## src/rtl/wb_reg_slave.sv

```systemverilog
// wb_reg_slave: Wishbone classic register slave with ID, interrupt enable,
// write-1-to-clear interrupt status and NUM_REGS general registers.
//   clk, rst            : clock, synchronous active-high reset
//   wbs_*_i             : Wishbone request (cyc, stb, we, sel, adr, dat)
//   wbs_ack_o/wbs_dat_o : registered acknowledge and read data
//   wbs_int_o           : registered OR of (IRQ_STATUS & IRQ_ENABLE)
//   irq_i               : rising-edge interrupt sources
//   reg_o               : flattened general registers, reg k at [32k+31:32k]
module wb_reg_slave #(
  parameter int unsigned NUM_REGS    = 8,
  parameter int unsigned NUM_IRQ     = 8,
  parameter int unsigned WAIT_STATES = 0,
  parameter logic [31:0] DRT_ID      = 32'd0
) (
  input  logic                  clk,
  input  logic                  rst,
  input  logic                  wbs_we_i,
  input  logic                  wbs_cyc_i,
  input  logic                  wbs_stb_i,
  input  logic [3:0]            wbs_sel_i,
  input  logic [31:0]           wbs_adr_i,
  input  logic [31:0]           wbs_dat_i,
  output logic                  wbs_ack_o,
  output logic [31:0]           wbs_dat_o,
  output logic                  wbs_int_o,
  input  logic [NUM_IRQ-1:0]    irq_i,
  output logic [32*NUM_REGS-1:0] reg_o
);

  localparam int unsigned IW = (NUM_REGS > 1) ? $clog2(NUM_REGS) : 1;

  typedef enum logic [1:0] {S_IDLE, S_WAIT, S_ACK} state_t;

  state_t               state, state_nxt;
  logic [2:0]           cnt, cnt_nxt;
  logic                 ack_nxt;
  logic                 commit;
  logic                 req;
  logic [31:0]          regs [NUM_REGS];
  logic [NUM_IRQ-1:0]   irq_en, irq_stat, irq_prev, irq_rise, irq_clr;
  logic [31:0]          wmask, gidx, rdata, en_wdata;
  logic                 is_gen, wr;

  assign req   = wbs_cyc_i & wbs_stb_i;
  assign wmask = {{8{wbs_sel_i[3]}}, {8{wbs_sel_i[2]}}, {8{wbs_sel_i[1]}}, {8{wbs_sel_i[0]}}};
  assign gidx  = wbs_adr_i - 32'd3;
  assign is_gen = (wbs_adr_i >= 32'd3) && (wbs_adr_i <= 32'(NUM_REGS + 2));
  assign wr    = commit & wbs_we_i;

  // Handshake: the access is committed exactly once, on the edge that enters ACK.
  // The counter is checked before decrementing so the total latency is WAIT_STATES+1.
  always_comb begin
    state_nxt = state;
    cnt_nxt   = cnt;
    ack_nxt   = 1'b0;
    commit    = 1'b0;
    unique case (state)
      S_IDLE: begin
        if (req) begin
          if (WAIT_STATES == 0) begin
            state_nxt = S_ACK;
            ack_nxt   = 1'b1;
            commit    = 1'b1;
          end else begin
            state_nxt = S_WAIT;
            cnt_nxt   = 3'(WAIT_STATES);
          end
        end
      end
      S_WAIT: begin
        if (!req) begin
          state_nxt = S_IDLE;
          cnt_nxt   = '0;
        end else if (cnt == 3'd1) begin
          state_nxt = S_ACK;
          ack_nxt   = 1'b1;
          commit    = 1'b1;
          cnt_nxt   = '0;
        end else begin
          cnt_nxt = cnt - 3'd1;
        end
      end
      S_ACK: begin
        if (req) ack_nxt   = 1'b1;
        else     state_nxt = S_IDLE;
      end
      default: state_nxt = S_IDLE;
    endcase
  end

  always_comb begin
    rdata = '0;
    if (wbs_adr_i == 32'd0)      rdata = DRT_ID;
    else if (wbs_adr_i == 32'd1) rdata = 32'(irq_en);
    else if (wbs_adr_i == 32'd2) rdata = 32'(irq_stat);
    else if (is_gen)             rdata = regs[gidx[IW-1:0]];
  end

  assign en_wdata = (32'(irq_en) & ~wmask) | (wbs_dat_i & wmask);
  assign irq_rise = irq_i & ~irq_prev;
  assign irq_clr  = (wr && wbs_adr_i == 32'd2) ? (wbs_dat_i[NUM_IRQ-1:0] & wmask[NUM_IRQ-1:0]) : '0;

  always_ff @(posedge clk) begin
    if (rst) begin
      state     <= S_IDLE;
      cnt       <= '0;
      wbs_ack_o <= 1'b0;
      wbs_dat_o <= '0;
    end else begin
      state     <= state_nxt;
      cnt       <= cnt_nxt;
      wbs_ack_o <= ack_nxt;
      if (commit && !wbs_we_i) wbs_dat_o <= rdata;
    end
  end

  always_ff @(posedge clk) begin
    for (int unsigned k = 0; k < NUM_REGS; k++) begin
      if (rst)
        regs[k] <= '0;
      else if (wr && is_gen && gidx == k)
        regs[k] <= (regs[k] & ~wmask) | (wbs_dat_i & wmask);
    end
  end

  // A new edge wins over a simultaneous write-1-to-clear of the same bit.
  always_ff @(posedge clk) begin
    if (rst) begin
      irq_en    <= '0;
      irq_stat  <= '0;
      irq_prev  <= '0;
      wbs_int_o <= 1'b0;
    end else begin
      irq_prev  <= irq_i;
      irq_stat  <= (irq_stat & ~irq_clr) | irq_rise;
      wbs_int_o <= |(irq_stat & irq_en);
      if (wr && wbs_adr_i == 32'd1) irq_en <= en_wdata[NUM_IRQ-1:0];
    end
  end

  always_comb begin
    reg_o = '0;
    for (int unsigned k = 0; k < NUM_REGS; k++) reg_o[32*k +: 32] = regs[k];
  end

endmodule

```

## config.mk

```make
export PLATFORM = sky130hd
export DESIGN_NAME = wb_reg_slave
export DESIGN_NICKNAME = d
export VERILOG_FILES = /design/src/rtl/wb_reg_slave.sv
export SDC_FILE = /design/constraint.sdc
export NUM_CORES = 1
export LEC_CHECK = 0
export ABC_AREA = 1
export BUFFER_PORTS_ARGS = -buffer_cell sky130_fd_sc_hd__buf_2
export CAP_MARGIN = 20
export CORE_MARGIN = 10
export CORE_UTILIZATION = 50
export CTS_BUF_LIST = sky130_fd_sc_hd__clkbuf_2 sky130_fd_sc_hd__clkbuf_4 sky130_fd_sc_hd__clkbuf_8
export CTS_CLUSTER_SIZE = 28
export DETAILED_ROUTE_END_ITERATION = 10
export GPL_TIMING_DRIVEN = 0
export PLACE_DENSITY = 0.72
export SYNTH_ARGS = -nofsm -noshare
export SYNTH_HDL_FRONTEND = slang
export SYNTH_SLANG_ARGS = --single-unit
export TNS_END_PERCENT = 10
```

## constraint.sdc

```tcl
create_clock -name clk -period 6.8 [get_ports clk]
set_input_delay 1.36 -clock clk [delete_from_list [all_inputs] [get_ports clk]]
set_output_delay 1.36 -clock clk [all_outputs]
set_load 0.02 [all_outputs]
```

* After elaboration in Yosys (flattened, before gate mapping)
Memories as Yosys holds them, arrays and structs flattened.
Cells that the tools add are included.
** Word-level totals
- Memories :: 1
- Word-level logic and storage cells :: 136
- Output and inout port bits :: 290
- Flip-flop bits (word level) :: 63
- Bits of input ports :: 81
- Memory bits (writable) :: 256
** Memories
- regs :: words 8, bits a word 32, read ports 9, clocked after Yosys merged registers in 0, wr ports 8, line 39 : logic [31:0] regs [NUM_REGS];
** Cells by class
- Muxes and demuxes :: 51
- Bitwise operators :: 37
- Equal/unequal tests :: 15
- Reduce and logical (&&, ||, !) cells :: 20
- Magnitude comparators :: 2
- Add/subtract/negate cells :: 2
** Operators with widths (number)
- 32-bit 2-to-1 mux :: 12
- 32-bit AND :: 9
- 32-bit OR :: 8
- 32-bit by 3-bit == test with 1-bit output (second input constant) :: 4
- 32-bit by 2-bit == test with 1-bit output (second input constant) :: 3
- 32-bit by 1-bit == test with 1-bit output (second input constant) :: 2
- 32-bit zero test :: 2
- 8-bit AND :: 5
- 32-bit by 2-bit greater-or-equal comparator with 1-bit output (second input constant) :: 1
- 32-bit by 4-bit <= comparator with 1-bit output (second input constant) :: 1
- 32-bit NOT :: 1
- 32-bit by 2-bit subtractor with 32-bit output (second input constant) :: 1
- 1-bit 2-to-1 mux :: 29
- 8-bit NOT :: 2
- 8-bit OR :: 2
- 1-bit logical AND :: 13
- 2-bit 2-to-1 mux :: 4
- 8-bit 2-to-1 mux :: 1
- 1-bit OR :: 8
- 8-bit OR reduction :: 1
- 3-bit 2-to-1 mux :: 2
- 2-bit one-hot mux with 3 select lines :: 1
- 2-bit inequality test (second input constant) :: 2
- 1-bit one-hot mux with 2 select lines :: 2
- 10 further kinds :: 11

* Logic depth before layout (Yosys ltp)
Gate-level depths: netlist of the first run.
- Word-level depth :: 11
- Mapped depth :: 16
- Mapped depth without buffers :: 13

* Worst setup path after synthesis of the first run
No wires, ideal clock.
- Path type :: input -> register
- From :: input port wbs_adr_i[0]
- To :: memory regs[4][0] (enable)
- Path buffers :: 4
- Arrival :: 5201 ps
- Library setup time :: 466 ps
- Data required time :: 6334 ps
- Stages on the path :: 12
- Slack :: 1134 ps
- Cell sequence :: buf_2 > inv_1 > buf_2 > buf_2 > buf_2 > ha_1 > o21ai_0 > a21oi_1 > nand4_1 > inv_2 > nand2_8 > o21ai_0
** RTL lines
- start: declaration :: line 21 : input logic [31:0] wbs_adr_i,
- end: declaration :: line 39

==> flow_summary.json, run 1 <==
{
  "stdcell_count": 2735,
  "antenna_found_initial": 2,
  "die_w_um": 206,
  "grt_pass1_wl_um": 99700,
  "grt_max_degree": 33,
  "rows": 68,
  "finalSetupViolations": 0,
  "critPathSlowestCell": "nand2_2",
  "post-route-period-util": 0.729,
  "cts_hold_buf": 0,
  "peakVddDrop_uv": 146,
  "status": "complete, no violations",
  "post_drt_wl_per_cell_um": 25.4,
  "clk_latency_ns": 0.63,
  "fin_hold_ws_ns": 0.429,
  "worst_slew_pin_slew_ns": 0.978,
  "clk_pin_slew_ns": 0.05,
  "root_buffer": "clkbuf_8",
  "crit_chain": "buf_2, buf_2, inv_1, buf_2, buf_2, buf_2, ha_1, o21ai_0, a21oi_1, nand4_1, inv_2, buf_4, nand4_4, buf_4, nand2_2",
  "r2r_slack_ns": 3.93,
  "min_path_cells": 1,
  "dp_cells": 2638,
  "synth_nets": 1900,
  "slew_headroom": 0.346,
  "cp.arrival_ns": 5.17,
  "crit_top_cell": "buf_2",
  "rsz0062_at_grt": "no",
  "synth_seq_cells": 315,
  "crit_required_ns": 7.01,
  "cp_max_fo": 32,
  "wl_um": 69500,
  "crit_path_end_kind": "flop",
  "synth_edf_count": 256,
  "firstDrtPassIters": 6,
  "clock_skew_ns": 0.0387,
  "final_antenna_net_count": 0,
  "avgSynthCellArea_um2": 9.58,
  "cts.path.max_buffers": 3,
  "ys_warn_count": 0,
  "start_util": 0.505,
  "core_area_um2": 34400,
  "leakagePower_nw": 8.51,
  "reg2regPathDepth": 11,
  "holdCritPathClass": "flop to flop",
  "n_fill_cell": 3029,
  "gp_congestion": 0.952,
  "total_power_w": 0.00473,
  "die-area_um2": 42600,
  "start_kind": "input port",
  "path_class": "input port to flop",
  "synth.distinct_cells": 40,
  "cts_resized": 0,
  "ys_seq_area_frac": 0.511,
  "track_usage": 0.313,
  "setup_ws_ns": 1.84,
  "overflow": 0,
  "drc": 0,
  "numCtsBuffers": 54,
  "hold_viol_final": 0,
  "hpwl_um": 52000,
  "drt_iter0_markers": 1943,
  "cts.sinks": 315,
  "post_cts_buffers": 0,
  "ioPinCount": 371,
  "p_per_area_nw_per_um2": 224,
  "grt_pass1_vias": 15600,
  "port_buffers": 366,
  "fin_nets": 2327,
  "drive_gt1_frac": 0.328,
  "period_needed_ns": 4.96,
  "htreeDepth": 2,
  "area_growth_pct": 21.4,
  "vias": 16400,
  "cts_tree": "yes",
  "syn_area_um2": 17400,
  "viasPerCell": 5.99,
  "maxSlewViolCount": 0,
  "synthArstFlopShare": 0,
  "max_freq_ghz": 0.202,
  "cp_slowest_stage_delay_ns": 0.73,
  "dp_slack_ns": 1.34,
  "synthCells": 1812,
  "cap_violations": 0,
  "ys.flop_type": "edfxtp_1",
  "die_y_um": 206
}
==> placed cells by master, fill, tap and decap left out, types with 59 or more instances in the layout <==
cell type,n
o21ai_0,109
nor2_4,126
buf_2,401
nand2_1,240
nand3_1,62
nor2_1,238
nor3_2,60
inv_1,71
clkbuf_8,67
a21oi_1,302
dfxtp_1,59
edfxtp_1,256
clkbuf_1,65
==> final timing paths <==
kind,from,to
max,wbs_adr_i[0],regs[1][8]$_SDFFCE_PN0P_
min,irq_prev[4]$_SDFF_PP0_,irq_stat[4]$_SDFF_PP0_
max reg2reg,state[1]$_SDFFE_PP0P_,regs[1][8]$_SDFFCE_PN0P_
min reg2reg,irq_prev[4]$_SDFF_PP0_,irq_stat[4]$_SDFF_PP0_
==> final cells by class <==
type	instances	area, µm²	share of cell area
Buffer	124	736	0.0349
Inverter	86	323	0.0153
Sequential cell	315	8870	0.421
Tap cell	455	569	0.0270
Clock buffer	89	1090	0.0516
Clock inverter	6	42.5	0.00202
Timing Repair Buffer	371	1950	0.0928
Multi-Input combinational cell	1287	7480	0.355
Antenna cell	2	5.00	0.000238
==> critical path: cells and delay by family <==
kind                     cells  cell delay (ns)
AO/OA/AOI/OAI                2             0.23
adder cells (fa/ha/maj)      1             0.23
buffers and inverters        9             2.13
AND/OR/NAND/NOR              3             1.18
==> logic make-up (layout without fill, tap and decap cells) <==
kind of cell	after synthesis	after routing	synth area share
AND/OR/NAND/NOR	795	795	0.269
AO/OA/AOI/OAI	482	482	0.152
flip-flops	315	315	0.511
buffers and inverters	210	676	0.0610
adder cells (fa/ha/maj)	7	7	0.00505
XOR/XNOR	3	3	0.00195
other	0	2	0
==> registers in the layout (all words and copies together) (netlist names), named ones only <==
register and count:
regs 256, wbs_dat_o 32, irq_prev 8, irq_stat 8, state 1, wbs_ack_o 1, wbs_int_o 1
==> synth_stat cells, types with 8 or more instances <==
cell      number  share of area
a21oi_1      302          0.087
buf_12        12          0.014
buf_2         35          0.010
clkbuf_1      65          0.014
dfxtp_1       59          0.068
edfxtp_1     256           0.44
inv_1         71          0.015
inv_2         12         0.0026
nand2_1      244          0.053
nand3_1       62          0.018
nand3b_1      26          0.011
nor2_1       238          0.051
nor2_4       126          0.082
nor3_2        60          0.035
o21ai_0      113          0.033
o221ai_1      48          0.024
o22ai_1        8         0.0029
==> per-layer routing <==
metal	global-route usage	wire, µm	up-vias
met5	0	0	-
met4	0.132	3110	0
met3	0.0881	9000	181
met2	0.490	31500	1177
met1	0.401	25800	7844
li1	-	-	7192
==> power breakdown <==
group          switching, W  leakage, nW  internal [W]  total [W]
logic              0.000515         4.79      0.000191   0.000706
clock network      0.000810        0.607       0.00101    0.00182
registers         0.0000604         3.12       0.00214    0.00221
==> stage by stage <==
step,utilization,cell area (µm²),setup TNS [ns]
2_1_floorplan,-,17400,0
3_3_place_gp,0.575,19800,-253.31
3_5_place_dp,0.580,19900,0
4_1_cts,0.613,21100,0
5_1_grt,0.613,21100,0
6_report,0.613,21100,0
Power figures use the tool's default switching activity.
==> run 2: changes to the inputs <==
Settings changed: ABC_AREA 1 to 0, PLACE_DENSITY 0.72 to 0.73.
Clock period 6.8 ns to 4.6 ns, I/O delays scaled along.
==> run 2 against run 1 <==
Highest routed layer unchanged. Critical endpoint is now wbs_dat_o[7]$_SDFFE_PP0P_. Count of clock-buffer cells in the layout down 8. Total power up 49%. Largest cell class unchanged. Global-route usage down 2.0 points. Routed wire length down 12%. Sequential power up 47%. Non-clock buffer count down 14. Die area down 5.3%. Cell count down 14%. Critical path depth down 4. Area after synthesis down 5.8%.
==> flow_summary.json, run 2 <==
{
  "status": "complete, no violations",
  "synthCells": 1424,
  "post_cts_buffers": 0,
  "cp_max_fo": 10,
  "largest_register": "regs",
  "layout_commonest_cell": "buf_2",
  "top_regs": "regs (256), wbs_dat_o (32)",
  "die-area_um2": 40300,
  "cts.path.max_buffers": 3,
  "grt_use_met1": 0.367,
  "p_switching_w": 0.00190,
  "synth_nets": 1512,
  "avgSynthCellArea_um2": 11.5,
  "top_usage_layer": "met2",
  "viasPerCell": 5.92,
  "finalSetupViolations": 0,
  "slew_headroom": 0.262,
  "r2r_slack_ns": 1.44,
  "grt_pass1_vias": 14300,
  "final.setup.tns_ns": 0,
  "yosys.cell_count.top_type": "nand2b_1",
  "crit_chain": "buf_2, clkbuf_1, clkdlybuf4s15_2, inv_1, ha_1, buf_1, clkbuf_2, nor2_1, a32oi_1, a31oi_1, o31ai_1",
  "clock_skew_ns": 0.0167,
  "port_buffers": 365,
  "root_buffer": "clkbuf_8",
  "met3_usage": 0.0726,
  "numCtsBuffers": 54,
  "clk_latency_ns": 0.61,
  "p_seq_frac": 0.462,
  "core_area_um2": 32400,
  "syn_area_um2": 16300,
  "firstDrtPassIters": 6,
  "drc": 0,
  "yosys-top-cells-area": "edfxtp_1, nand2b_1, dfxtp_1",
  "cp_num_cells": 11,
  "htreeDepth": 2,
  "maxSlewViolCount": 0,
  "combinationalPowerShare": 0.126,
  "critPathBufInv": 6,
  "wl_um": 61300,
  "max_freq_ghz": 0.229,
  "overflow": 0,
  "post_drt_wl_per_cell_um": 26.1,
  "setup_ws_ns": 0.238,
  "clockPowerShare": 0.412,
  "cts_resized": 2,
  "grt_max_degree": 33,
  "synthArstFlopShare": 0,
  "crit_required_ns": 5.12,
  "worst_slew_pin_slew_ns": 1.11,
  "dp_slack_ns": -0.925,
  "rows": 66,
  "cp_slowest_stage_delay_ns": 0.67,
  "met2_usage": 0.478,
  "start_kind": "input port",
  "drt_iter0_markers": 1425,
  "gp_congestion": 0.927,
  "ys.flop_type": "edfxtp_1",
  "antenna_found_initial": 1,
  "fin_nets": 1944,
  "yosys.area.top_type": "edfxtp_1",
  "ys_warn_count": 0,
  "synth_edf_count": 256,
  "area_growth_pct": 23.5,
  "p_sw_frac": 0.269,
  "synth_seq_cells": 315,
  "vias": 13900,
  "cts.sinks": 315,
  "drive_gt1_frac": 0.361,
  "holdCritPathClass": "flop to flop",
  "critical-path-top-delay-family": "buffers and inverters",
  "p_int_w": 0.00515,
  "layout_common_cells": "buf_2, nand2b_1, edfxtp_1, a21oi_1, nand2_1",
  "ys_seq_area_frac": 0.543,
  "synth_top_area_share": 0.470,
  "cts_hold_buf": 0,
  "cp.arrival_ns": 4.88,
  "cts_tree": "yes",
  "grt_pass1_wl_um": 90900,
  "die_w_um": 201,
  "p_per_area_nw_per_um2": 349,
  "hold_viol_final": 0,
  "start_util": 0.505,
  "crit_path_end_kind": "flop",
  "hpwl_um": 45500,
  "track_usage": 0.293,
  "period_needed_ns": 4.36,
  "peakVddDrop_uv": 271,
  "path_class": "input port to flop",
  "post-route-period-util": 0.948,
  "leakagePower_nw": 7.86,
  "rsz0062_at_grt": "no",
  "clk_pin_slew_ns": 0.06,
  "reg2regPathDepth": 6,
  "synthTopCellsByCount": "nand2b_1, edfxtp_1, a21oi_1, nand2_1, a21oi_2",
  "min_path_cells": 2,
  "final_antenna_net_count": 0,
  "ioPinCount": 371,
  "largest_register_ffs": 256,
  "die_y_um": 201,
  "critPathSlowestCell": "buf_1",
  "synth.distinct_cells": 44,
  "cap_violations": 0
}
==> run 2: cell types whose count changed in the layout (fill, tap and decap cells not counted), sizes merged, moves of 48 or more <==
cell | previous run | this run
nor2 | 371 | 41
nand2b | 0 | 270
o21ai | 116 | 9
inv | 85 | 3
nand2 | 252 | 180
nor3 | 67 | 3
nand3 | 65 | 6
o221ai | 48 | 0
==> run 2: kinds of logic after synthesis <==
group	count (synthesis)	share of synthesized area
XOR/XNOR	4	0.00214
multiplexers	70	0.0781
flip-flops	315	0.543
buffers and inverters	108	0.0371
AO/OA/AOI/OAI	361	0.146
AND/OR/NAND/NOR	559	0.188
adder cells (fa/ha/maj)	7	0.00536
==> run 2: path summary, 6_finish.rpt <==
check | startpoint | to
setup / recovery | wbs_adr_i[0] | wbs_dat_o[7]$_SDFFE_PP0P_
hold / removal | wbs_dat_o[10]$_SDFFE_PP0P_ | wbs_dat_o[10]$_SDFFE_PP0P_
setup reg to reg | state[1]$_SDFFE_PP0P_ | regs[4][27]$_SDFFCE_PN0P_
hold reg to reg | wbs_dat_o[10]$_SDFFE_PP0P_ | wbs_dat_o[10]$_SDFFE_PP0P_
==> run 2: power by group through the flow <==
stage	Sequential (W)	Combinational (W)	Clock [W]
after floorplan	0.00339	0.000429	0
after global placement	0.00331	0.000845	0
after detailed placement	0.00331	0.000874	0
after CTS	0.00325	0.000878	0.00291
after global routing	0.00326	0.000943	0.00305
final	0.00325	0.000889	0.00291
==> run 2: through the flow <==
| step | power [W] | cells | cell area, µm² | utilization | hold slack (ns) |
|---|---|---|---|---|---|
| final | 0.00705 | 2344 | 20200 | 0.624 | 0.451 |
| after global routing | 0.00725 | 2344 | 20200 | 0.624 | 0.477 |
| after CTS | 0.00704 | 2340 | 20100 | 0.622 | 0.449 |
| after detailed placement | 0.00418 | 2239 | 18900 | 0.584 | 0.442 |
| after global placement | 0.00416 | 2231 | 18700 | 0.578 | 0.434 |
| after floorplan | 0.00382 | 1424 | 16300 | - | 0.463 |
==> run 2: routing by layer <==
layer | wire length (µm) | up-vias
met5 | 0 | -
met4 | 2190 | 0
met3 | 5940 | 122
met2 | 29300 | 839
met1 | 23800 | 6865
li1 | - | 6043
==> run 2: area by class of cell <==
class | count | area (µm²)
Multi-Input combinational cell | 1001 | 6880
Tap cell | 442 | 553
Clock buffer | 81 | 1010
Inverter | 3 | 11.3
Clock inverter | 20 | 230
Sequential cell | 315 | 8870
Timing Repair Buffer | 376 | 2030
Buffer | 105 | 603
Fill cell | 2705 | 12200
Antenna cell | 1 | 2.50
==> run 2: worst reg2reg max path, stage by stage (launching register included) <==
cell and delay [ns]:
dfxtp_1 0.31, inv_1 0.06, ha_1 0.21, nand3_1 0.14
a211oi_4 0.84, and4_1 0.41, a21o_2 0.79
